<file path="src/rtl/top_out_fifo.sv">
// Output buffer behind the sub1/sub2 datapath: first-word fall-through FIFO
// with valid/ready on both sides, occupancy, status and high-water mark.
module top_out_fifo #(
    parameter int DW    = 32,
    parameter int DEPTH = 8,
    localparam int AW   = $clog2(DEPTH)
) (
    input  logic          clk,
    input  logic          rst,
    input  logic          flush,
    input  logic          in_valid,
    output logic          in_ready,
    input  logic [DW-1:0] in_data,
    output logic          out_valid,
    input  logic          out_ready,
    output logic [DW-1:0] out_data,
    output logic [AW:0]   count,
    output logic          full,
    output logic          empty,
    output logic [AW:0]   hwm
);

    localparam logic [AW:0] DEPTH_CNT = (AW+1)'(DEPTH);

    logic [DW-1:0] mem [DEPTH];
    logic [AW-1:0] wr_ptr;
    logic [AW-1:0] rd_ptr;
    logic [AW:0]   next_count;
    logic          push;
    logic          pop;

    // Status comes from registered count only, so out_ready never reaches in_ready.
    assign full      = (count == DEPTH_CNT);
    assign empty     = (count == '0);
    assign in_ready  = !full;
    assign out_valid = !empty;
    assign push      = in_valid && in_ready;
    assign pop       = out_valid && out_ready;

    // Storage is not reset; masking keeps out_data at zero while nothing is held.
    assign out_data = empty ? '0 : mem[rd_ptr];

    always_comb begin
        next_count = count;
        case ({push, pop})
            2'b10:   next_count = count + 1'b1;
            2'b01:   next_count = count - 1'b1;
            default: next_count = count;
        endcase
    end

    always_ff @(posedge clk or posedge rst) begin
        if (rst) begin
            wr_ptr <= '0;
            rd_ptr <= '0;
            count  <= '0;
            hwm    <= '0;
        end else if (flush) begin
            wr_ptr <= '0;
            rd_ptr <= '0;
            count  <= '0;
            hwm    <= '0;
        end else begin
            if (push) begin
                wr_ptr <= wr_ptr + 1'b1;
            end
            if (pop) begin
                rd_ptr <= rd_ptr + 1'b1;
            end
            count <= next_count;
            if (next_count > hwm) begin
                hwm <= next_count;
            end
        end
    end

    always_ff @(posedge clk) begin
        if (push && !flush) begin
            mem[wr_ptr] <= in_data;
        end
    end

endmodule

</file>
<file path="config.mk">
export PLATFORM = sky130hd
export DESIGN_NAME = top_out_fifo
export DESIGN_NICKNAME = d
export VERILOG_FILES = /design/src/rtl/top_out_fifo.sv
export SDC_FILE = /design/constraint.sdc
export NUM_CORES = 1
export LEC_CHECK = 0
export ABC_AREA = 1
export CAP_MARGIN = 30
export CORE_MARGIN = 4
export CORE_UTILIZATION = 63
export DETAILED_ROUTE_END_ITERATION = 10
export PLACE_DENSITY = 0.85
export SLEW_MARGIN = 5
export SYNTH_ARGS = -nofsm -noshare
export SYNTH_HDL_FRONTEND = slang
export SYNTH_SLANG_ARGS = --single-unit
</file>
<file path="constraint.sdc">
create_clock -name clk -period 6.65 [get_ports clk]
set_clock_uncertainty 0.05 [all_clocks]
set_input_delay 0.665 -clock clk [delete_from_list [all_inputs] [get_ports clk]]
set_output_delay 0.665 -clock clk [all_outputs]
set_load 0.03 [all_outputs]
</file>
==> flow_summary.yaml, run 1 <==
pwr:
  vdd_drop_max_mv: 0.3321
  p_leak_nw: 4.340
  power-per-cell-area_mw_per_mm2: 417.3
global_route:
  grt.busiest_layer: "met2"
  use_met3: 0.03966
  grt_max_degree: 93
  grt_pass1_wl_um: 37880
  grt_usage: 0.2473
  gr-total-overflow: 0
  grt_pass1_vias: 7253
  met1_usage: 0.3101
  grt.met2_usage: 0.4408
  antenna_found_initial: 0
clocking:
  cts.sinks: 270
  path_clk_slew_ns: 0.06
  cts_resized: 0
  cts-htree-levels: 1
  post-cts-setup-buffers: 0
  cts_hold_buf: 0
  cts_tree: "built"
  cts_made_buffers: 25
  cts_root_buf: "clkbuf_16"
  clockBufferDepth: 3
  insertion_delay_ns: 0.52
layout:
  syn_to_final_growth_pct: 18.38
  most-common-layout-cells: "edfxtp_1 (256), nor2_1 (200), o21ai_0 (167), clkdlybuf4s50_1 (80)"
  layout_commonest_cell: "edfxtp_1"
  final-instance-count-excl-fill: 1165
  drive_above_1_share: 0.07937
  fin_util: 0.7648
  antenna_cells: 0
  nNetsFinal: 973
critical_path:
  crit_path_end_kind: "primary output"
  worstPathArrival_ns: 3.98
  path_max_fanout: 66
  path_class: "reg -> out"
  required_ns: 5.93
  start_kind: "register"
logic_synthesis:
  synth.yosys.warnings: 0
  netlist_instances: 858
  ys_types: 26
  synth.cell_area_sq_mm: 0.01079
  ys_seq_area_frac: 0.7450
  ys_ff_latch: 270
  syn_nets: 903
  syn_area_per_cell_sq_um: 12.57
die:
  start_util: 0.6460
  rows: 47
  core_sq_mm: 0.01670
  ioPinCount: 81
  die_area_sq_mm: 0.01928
  die_x_um: 138.9
  die-height_um: 138.9
routing:
  vias: 7120
  wl_um: 23880
  wire_per_inst_um: 20.50
  avgViaCountPerCell: 6.112
  drt_iter0_drc: 773
  drc_errors: 0
  antenna_left: 0
  drt_first_pass_iters: 5
outcome:
  run_status: "completed"
timing:
  setup_viol: 0
  whs_ns: 0.4296
  timing.fmax_ghz: 0.2132
  tightestPinTransition_ns: 0.9479
  final-hold-violation-count: 0
  fin_tns_setup_ns: 0
  fin_crit_sh: 0.7055
  final_max_slew_viol_count: 0
  rsz0062_at_grt: "no"
  relSlewSlack: 0.3681
  final.setup.worst_slack_ns: 1.958
  fin_crit_ns: 4.692
place:
  dp_hpwl_um: 13500
  placed_cells: 1121
  gp_congestion: 0.7889
  io_buffers: 80
  dp_slack_ns: 2.641
min_path:
  hold_class: "in -> async"
flow_run:
  drv_cap: 0
## state kept, by name (all words and copies together) (netlist names)
| register | cells |
|---|---|
| rd_ptr | 3 |
| count | 4 |
| mem | 256 |
| hwm | 4 |
| wr_ptr | 3 |
## per-layer routing
metal  wire, um  vias up
met1       8956     3466
li1           -     3265
met5          0        -
met4        579        0
met3       1880       51
met2      12460      338
## kinds of logic after synthesis
group,Yosys count,synth area share
fa+ha+maj,8,0.009278
simple gates,256,0.09359
buf+inv,78,0.02772
flops,270,0.7450
mux,1,0.001044
compound gates,243,0.1218
xor+xnor,2,0.001624
## area by class of cell
type / count / area (sq um)
repair buffers: 95 / 1036
well taps: 220 / 275.3
flip-flops and latches: 270 / 8043
inverters: 26 / 98.84
fillers: 992 / 3929
clock inverters: 11 / 141.4
multi-input cells: 510 / 2512
clock buffers: 33 / 665.6
## final timing paths
kind,from,to,slack [ns],cells past startpoint
worst max-delay path,rd_ptr[1],out_data[19],1.96,8
worst min-delay path,rst,hwm[2],0.43,2
max in group asynchronous,rst,rd_ptr[0],5.73,2
worst max register to register,count[1],hwm[0],3.27,19
worst min register to register,hwm[3],hwm[3],0.52,2
min in group clk,hwm[3],hwm[3],0.52,2
## per-stage QoR
stage                     cell area, sq um  power, mW
after floorplan                      10790      3.238
after global placement               11780      3.848
after detailed placement             11970      3.945
after CTS                            12770      5.345
after global routing                 12770      5.599
final                                12770      5.330
## critical path, stage by stage, from the launching register on
cell and delay, ns:
dfrtp_2 0.39, buf_4 0.36, inv_2 0.74, buf_4 0.43, o21ai_0 0.16, o22ai_1 0.13
o21ai_0 0.13, a31oi_1 0.34, clkdlybuf4s50_1 0.76
## power breakdown
part | switching, mW | internal [mW] | total (mW)
clock network | 0.575 | 0.823 | 1.40
logic | 1.25 | 0.670 | 1.92
registers | 0.0699 | 1.94 | 2.01
## Yosys cell counts
library cell	count	area, sq um
buf_2	5	25.02
o21a_1	1	7.510
nand2_1	30	112.6
edfxtp_1	256	7687
o21ai_0	167	835.8
a21oi_4	1	16.27
o22ai_1	32	200.2
nand3_1	9	45.04
mux2_2	1	11.26
nor2_1	208	780.8
nand2_2	4	25.02
inv_1	23	86.33
o21ai_1	4	20.02
nand4_1	1	6.260
a21oi_1	5	25.02
inv_2	3	11.26
xor2_1	2	17.52
nor2_2	1	6.260
nor2_4	1	11.26
ha_1	8	100.1
o21ai_2	1	8.760
nand2_4	2	22.52
dfrtp_1	14	350.3
clkbuf_1	42	157.7
a31oi_1	32	200.2
buf_1	5	18.77
(Power assumes the default switching activity.)
==> inputs of run 2 (changes only) <==
Settings changed: CORE_UTILIZATION 63 to 58, PLACE_DENSITY 0.85 to 0.79.
Clock period 6.65 ns to 4.9 ns, I/O delays scaled along.
==> flow_summary.yaml, run 2 (synthesis gave the netlist of run 1 again) <==
routing:
  drt_iter0_drc: 681
  avgViaCountPerCell: 5.921
  drc_errors: 0
  wire_per_inst_um: 20.35
  antenna_left: 0
  drt_first_pass_iters: 5
  vias: 6981
  wl_um: 23990
critical_path:
  cp_common_cell: "o21ai_0"
  timing.rr.end: "hwm[0]"
  slowest_delay_ns: 0.95
  path_max_fanout: 72
  r2r-start: "count[2]"
  path_class: "reg -> out"
  reg2reg_slack_ns: 1.64
  crit_path_end_kind: "primary output"
  worstPathArrival_ns: 3.71
  crit_path_cell_trace: "buf_4 > o21ai_0 > o22ai_1 > o21ai_0 > a31oi_1 > clkdlybuf4s50_1"
  crit_buf_inv: 2
  cp_slowest_cell: "dfrtp_4"
  rr_worst_depth: 18
  required_ns: 4.36
  start_kind: "register"
  path_delay_family: "buffers and inverters"
clocking:
  clockBufferDepth: 3
  cts_made_buffers: 27
  cts-htree-levels: 1
  insertion_delay_ns: 0.52
  cts_tree: "built"
  cts.sinks: 270
  path_clk_slew_ns: 0.06
  post-cts-setup-buffers: 0
  cts_resized: 0
  cts_hold_buf: 0
  cts_root_buf: "clkbuf_16"
timing:
  final-hold-violation-count: 0
  fin_tns_setup_ns: 0
  fin_crit_sh: 0.8679
  final_max_slew_viol_count: 0
  relSlewSlack: 0.3445
  timing.fmax_ghz: 0.2351
  rsz0062_at_grt: "no"
  fin_crit_ns: 4.253
  final.setup.worst_slack_ns: 0.6473
  setup_viol: 0
  tightestPinTransition_ns: 0.9809
layout:
  drive_above_1_share: 0.08000
  syn_to_final_growth_pct: 17.93
  nNetsFinal: 978
  regMostFlops: "mem"
  largest_register_ffs: 256
  layout_commonest_cell: "edfxtp_1"
  antenna_cells: 0
  most-common-layout-cells: "edfxtp_1 (256), nor2_1 (200), o21ai_0 (167), clkdlybuf4s50_1 (80)"
  reg_top3: "mem (256), count (4), hwm (4)"
global_route:
  antenna_found_initial: 0
  grt_usage: 0.2328
  grt_pass1_wl_um: 37330
  gr-total-overflow: 0
  grt_pass1_vias: 6992
  grt_max_degree: 89
pwr:
  power_mw: 7.190
  p_leak_nw: 4.326
  vdd_drop_max_mv: 0.4014
  power-per-cell-area_mw_per_mm2: 565.1
die:
  core_sq_mm: 0.01815
  rows: 49
  ioPinCount: 81
  die-height_um: 144.4
  start_util: 0.5945
  die_x_um: 144.4
  die_area_sq_mm: 0.02085
place:
  dp_slack_ns: 1.250
  io_buffers: 80
  gp_congestion: 0.8293
  dp_hpwl_um: 13060
outcome:
  run_status: "completed"
min_path:
  hold_class: "in -> async"
flow_run:
  drv_cap: 0
==> run 2: changes by cell type in the layout (fill, tap and decap cells not counted) <==
cell       before  now
clkinv_4        0    1
buf_4           7   14
buf_12          5    2
bufinv_16       3    1
clkinv_2        5    4
buf_16          3    2
clkbuf_16      25   27
clkbuf_1        7    5
clkinv_1        3    9
clkbuf_8        1    0
inv_16          1    0
==> run 2: area by class of cell <==
cell class | count | area (sq um)
sequential | 270 | 8043
fill | 1189 | 5424
multi-input combinational | 510 | 2512
timing repair buffer | 98 | 1001
clock buffer | 32 | 694.4
tap | 229 | 286.5
inverter | 26 | 98.84
clock inverter | 14 | 87.58
==> run 2: power by group <==
group          internal (mW)  leakage, nW  switching, mW
clock network           1.05        0.383          0.789
logic                  0.933         1.45           1.66
registers               2.63         2.50          0.129
==> run 2: how the worst max path moves through the flow <==
stage / start / end / slack [ns] / cells past startpoint
after CTS: rd_ptr[0] / out_data[19] / 0.66 / 6
after floorplan: count[1] / hwm[0] / 1.73 / 19
after global placement: rd_ptr[0] / out_data[0] / 1.29 / 6
final: rd_ptr[0] / out_data[19] / 0.65 / 6
after global routing: rd_ptr[0] / out_data[19] / 0.47 / 6
after detailed placement: rd_ptr[0] / out_data[19] / 1.25 / 6
==> run 2: through the flow <==
step	instance area, sq um	hold slack (ns)	std cells	util
2_1_floorplan	10790	0.3292	858	-
3_3_place_gp	11850	0.4863	1129	0.6528
3_5_place_dp	11920	0.4946	1132	0.6569
4_1_cts	12700	0.3100	1178	0.7000
5_1_grt	12720	0.3664	1179	0.7011
6_report	12720	0.3185	1179	0.7011
==> run 2: layer usage <==
layer	share of wire	track usage	up-vias
met4	0.024	0.08051	0
met3	0.072	0.03439	41
met2	0.50	0.3965	319
met1	0.40	0.3103	3353
met5	0	0	-
li1	-	-	3268
==> variant 1, RTL diff (config.mk and constraints of run 2) <==
`DW`: 32 -> 24.
--- a/src/rtl/top_out_fifo.sv
+++ b/src/rtl/top_out_fifo.sv
@@ -2,5 +2,5 @@
 // with valid/ready on both sides, occupancy, status and high-water mark.
 module top_out_fifo #(
-    parameter int DW    = 32,
+    parameter int DW    = 24,
     parameter int DEPTH = 8,
     localparam int AW   = $clog2(DEPTH)
Interface: changed (resized in_data and out_data); port bits go from 81 to 65. No check against the original RTL was run, so the function may have changed too.
==> variant 1 against run 2 <==
  * Sequential cell count fell by 64
  * Setup slack improved by 0.32 ns
  * Global-route usage fell by 0.64 points
  * Highest routed layer unchanged
  * Cell area fell by 22%
  * Combinational power fell by 18%
  * Routed wire length fell by 24%
  * Area after synthesis fell by 23%
  * Total power fell by 21%
==> variant 1: results (changes against run 2) <==
Logic synthesis
  – Largest cells by area after synthesis: edfxtp_1 (69%), nor2_1 (7.2%), o21ai_0 (7.0%), dfrtp_1 (4.2%), a31oi_1 (1.8%)
  – Adder-cell share of the synthesized area: 1.20% (+0.27 points)
  – Post-Synth XOR/XNOR Area: 0.210% (+0.047 points)
  – Unique masters post-synth: 25 (-3.8%)
  – Post-synthesis compound-gate area fraction: 12.2% (about the same)
  – Syn_nets: 712 (-21%)
  – Sequential share of the synthesized area: 73.2% (-1.3 points)
  – Async SR Flop Fraction: 6.80% (+1.6 points)

Clock network
  – Clk_lat worst skew: 0.48 ns (-0.04 ns)

Layout
  – Layout fillers: 929 (-22%)
  – Proportion of layout cells with a drive suffix above 1: 9.66% (+1.7 points)
  – Largest registers: mem x192, count x4, hwm x4

STA
  – Worst-margin pin slew: 0.894 ns (-0.0870 ns)

GRT
  – GRT met1 Usage: 31.6% (+0.56 points)
  – Global Route Usage Sum: 22.6% (-0.64 points)
  – Met2 Use GR: 36.9% (-2.7 points)
  – Vias in the first global route: 5,538 (-21%)

Power
  – Peak supply drop: 0.468 mV (+17%)
  – Leak pwr: 3.43 nW (-21%)

Setup path
  – Crit-path max cell delay: 0.73 ns (-0.22 ns)

Placement
  – I/O Buffers: 64 (-20%)
  – GP Congestion: 0.788 (-5.0%)
  – Placed insts: 897 (-21%)
  – HPWL Detailed: 10,600 µm (-19%)

Outcome
  – Status: complete, no violations

Drt
  – Drt wl/cell: 19.5 µm (-4.0%)
## variant 1: changes by cell type after synthesis, sizes merged
cell,delta
edfxtp,-64
nor2,-48
o21ai,-40
clkbuf,-12
a31oi,-8
o22ai,-8
buf,-2
nand2,-2
nand3,+1
## variant 1: final cells by class
class	instances	area (µm²)	area share (%)
multi-input cells	405	2010	20.3
well taps	180	225	2.28
clock buffers	22	529	5.36
inverters	26	97.6	0.988
clock inverters	16	108	1.09
flip-flops and latches	206	6120	61.9
repair buffers	81	796	8.05
## variant 1: worst paths after layout
| path | start | end | cells past startpoint | slack (ns) |
|---|---|---|---|---|
| worst min-delay path | rst | wr_ptr[1] | 2 | 0.31 |
| min in group clk | hwm[0] | hwm[0] | 1 | 0.51 |
| worst max register to register | count[1] | hwm[0] | 19 | 1.62 |
| worst max-delay path | rd_ptr[1] | out_data[23] | 7 | 0.97 |
| worst min register to register | hwm[0] | hwm[0] | 1 | 0.51 |
| max in group asynchronous | rst | rd_ptr[0] | 2 | 4.08 |
## variant 1: kinds of logic after synthesis
family	after synthesis
AND/OR/NAND/NOR	207
flip-flops	206
AO/OA/AOI/OAI	187
buffers and inverters	64
adder cells (fa/ha/maj)	8
XOR/XNOR	2
multiplexers	1
## variant 1: per-layer routing
metal  part of all wire (%)  vias up
met4                    2.7        0
li1                       -     2576
met2                     48      258
met1                     42     2703
met3                    7.2       53
met5                      0        -
## variant 1: where the power goes
part | switching [mW] | internal, mW | total [mW]
clock network | 0.635 | 0.838 | 1.47
logic | 1.37 | 0.760 | 2.13
registers | 0.0628 | 2.01 | 2.07
## variant 1: worst max-delay path: cells and delay by family, from the launching register on
family	cells	cell delay [ns]
compound gates	4	0.62
flops	1	0.69
buf+inv	3	1.56
==> variant 2, RTL diff (flow settings as in run 2) <==
Without the edit above. Put one more register stage on the output `count`, cleared by the reset. The value now appears one clock later. The other outputs are not delayed to match. Comments in the files are not updated.
--- a/src/rtl/top_out_fifo.sv
+++ b/src/rtl/top_out_fifo.sv
@@ -23,4 +23,6 @@
     localparam logic [AW:0] DEPTH_CNT = (AW+1)'(DEPTH);
 
+    logic [AW:0] count_s0;
+
     logic [DW-1:0] mem [DEPTH];
     logic [AW-1:0] wr_ptr;
@@ -31,6 +33,6 @@
 
     // Status comes from registered count only, so out_ready never reaches in_ready.
-    assign full      = (count == DEPTH_CNT);
-    assign empty     = (count == '0);
+    assign full      = (count_s0 == DEPTH_CNT);
+    assign empty     = (count_s0 == '0);
     assign in_ready  = !full;
     assign out_valid = !empty;
@@ -42,9 +44,9 @@
 
     always_comb begin
-        next_count = count;
+        next_count = count_s0;
         case ({push, pop})
-            2'b10:   next_count = count + 1'b1;
-            2'b01:   next_count = count - 1'b1;
-            default: next_count = count;
+            2'b10:   next_count = count_s0 + 1'b1;
+            2'b01:   next_count = count_s0 - 1'b1;
+            default: next_count = count_s0;
         endcase
     end
@@ -54,10 +56,10 @@
             wr_ptr <= '0;
             rd_ptr <= '0;
-            count  <= '0;
+            count_s0 <= '0;
             hwm    <= '0;
         end else if (flush) begin
             wr_ptr <= '0;
             rd_ptr <= '0;
-            count  <= '0;
+            count_s0 <= '0;
             hwm    <= '0;
         end else begin
@@ -68,5 +70,5 @@
                 rd_ptr <= rd_ptr + 1'b1;
             end
-            count <= next_count;
+            count_s0 <= next_count;
             if (next_count > hwm) begin
                 hwm <= next_count;
@@ -81,4 +83,12 @@
     end
 
+    always_ff @(posedge clk or posedge rst) begin
+        if (rst) begin
+            count <= '0;
+        end else begin
+            count <= count_s0;
+        end
+    end
+
 endmodule
 
Behaviour: not the same (Yosys sat finds a counterexample within 4 cycles, from zero or initial values and one cycle with rst high).
==> variant 2 against run 2 <==
  * Clock power is 5% higher
  * Sequential cell count is 4 higher
  * Routed wire length is 2.9% lower
  * Largest power group unchanged
  * Total power is 1.3% higher
  * Critical path type unchanged
  * Sequential share of layout area is 0.20 points lower
  * Count of clock-buffer cells in the layout is 4 higher
  * Critical path depth stayed put
  * Area after synthesis is 1.1% higher
  * Cell area is 1.6% higher
  * Setup slack better by 0.074 ns
==> variant 2: results (changes against run 2) <==
Placement
  – Placed insts: 1,136 (+0.35%)
  – Dpl cell area: 12,100 µm² (+1.1%)
  – Dpl ws: 1.32 ns (+0.0671 ns)

Layout
  – Register area: 8140 µm² (+1.2%)
  – Final Instance Area: 12,900 µm² (+1.6%)
  – Nonclk buf count: 96 (-2.0%)
  – Number of sequential cells: 274 (+1.5%)
  – Signal buf overhead: 7.86% (about the same)
  – Clock buf/inv share: 6.52% (+0.37 points)
  – CLK BUF: 36 (+13%)
  – Multi-input gate share of total cell area: 19.6% (-0.12 points)

Setup path
  – Crit Path Max Fanout: 83 (+15%)
  – Reg2Reg Depth: 21 (+3)
  – R2R Path End: hwm[3]
  – WP data arrival: 3.64 ns (-0.07 ns)
  – Flop2flop setup slack: 1.82 ns (+0.18 ns)

GRT
  – GR Layer Usage met3: 3.80% (+0.37 points)
  – First-pass GRT wire length: 36,400 µm (-2.4%)
  – Met2 Use GR: 36.2% (-3.5 points)
  – Vias in the first global route: 6,880 (-1.6%)

Logic synthesis
  – Post-synthesis compound-gate area fraction: 12.0% (-0.14 points)
  – Sequential share of the synthesized area: 74.6% (about the same)
  – Largest cells by area after synthesis: edfxtp_1 (70%), o21ai_0 (7.6%), nor2_1 (7.1%), dfrtp_1 (4.1%), a31oi_1 (1.8%)
  – Commonest cells in the netlist: edfxtp_1 (256), nor2_1 (206), o21ai_0 (166), clkbuf_1 (42), nand2_1 (33)
  – Adder-cell share of the synthesized area: 0.917% (-0.011 points)

STA
  – Worst hold slack: 0.327 ns (+0.00836 ns)
  – Worst-margin pin slew: 0.964 ns (-0.0165 ns)
  – Worst setup margin: 0.721 ns (+0.0738 ns)

Outcome
  – Status: complete, no violations

Power
  – Leak pwr: 4.41 nW (+1.9%)

Drt
  – DR vias/cell: 5.91 (-0.16%)

Clock network
  – Num CTS Buffers: 28 (+3.7%)
## variant 2: cell count changes after synthesis
cell,delta
dfrtp_1,+4
inv_1,+1
inv_2,-1
mux2_2,-1
nand2_1,+3
nand2_2,-1
nand2_8,+1
nand3_1,-2
nand3_2,+2
nor2_1,-2
nor2_2,+3
nor2_4,-1
o21ai_0,-1
o21ai_1,+1
## variant 2: worst max-delay path, cell delays in order (launching register included)
cell and delay, ns:
dfrtp_4 0.76, buf_4 0.75, o21ai_0 0.22, o22ai_1 0.21
o21ai_0 0.11, a31oi_1 0.30, clkdlybuf4s50_1 0.74
## variant 2: report_power, final
part / internal, mW / switching (mW) / leakage (nW)
registers: 2.68 / 0.102 / 2.55
clock network: 1.10 / 0.838 / 0.406
logic: 0.898 / 1.66 / 1.45
total: 4.68 / 2.60 / 4.41
## variant 2: layer usage
layer,up-vias,wire [µm],share of wire (%)
li1,3294,-,-
met1,3433,9880,42
met2,261,11600,50
met3,41,1450,6.2
met4,0,406,1.7
met5,-,0,0
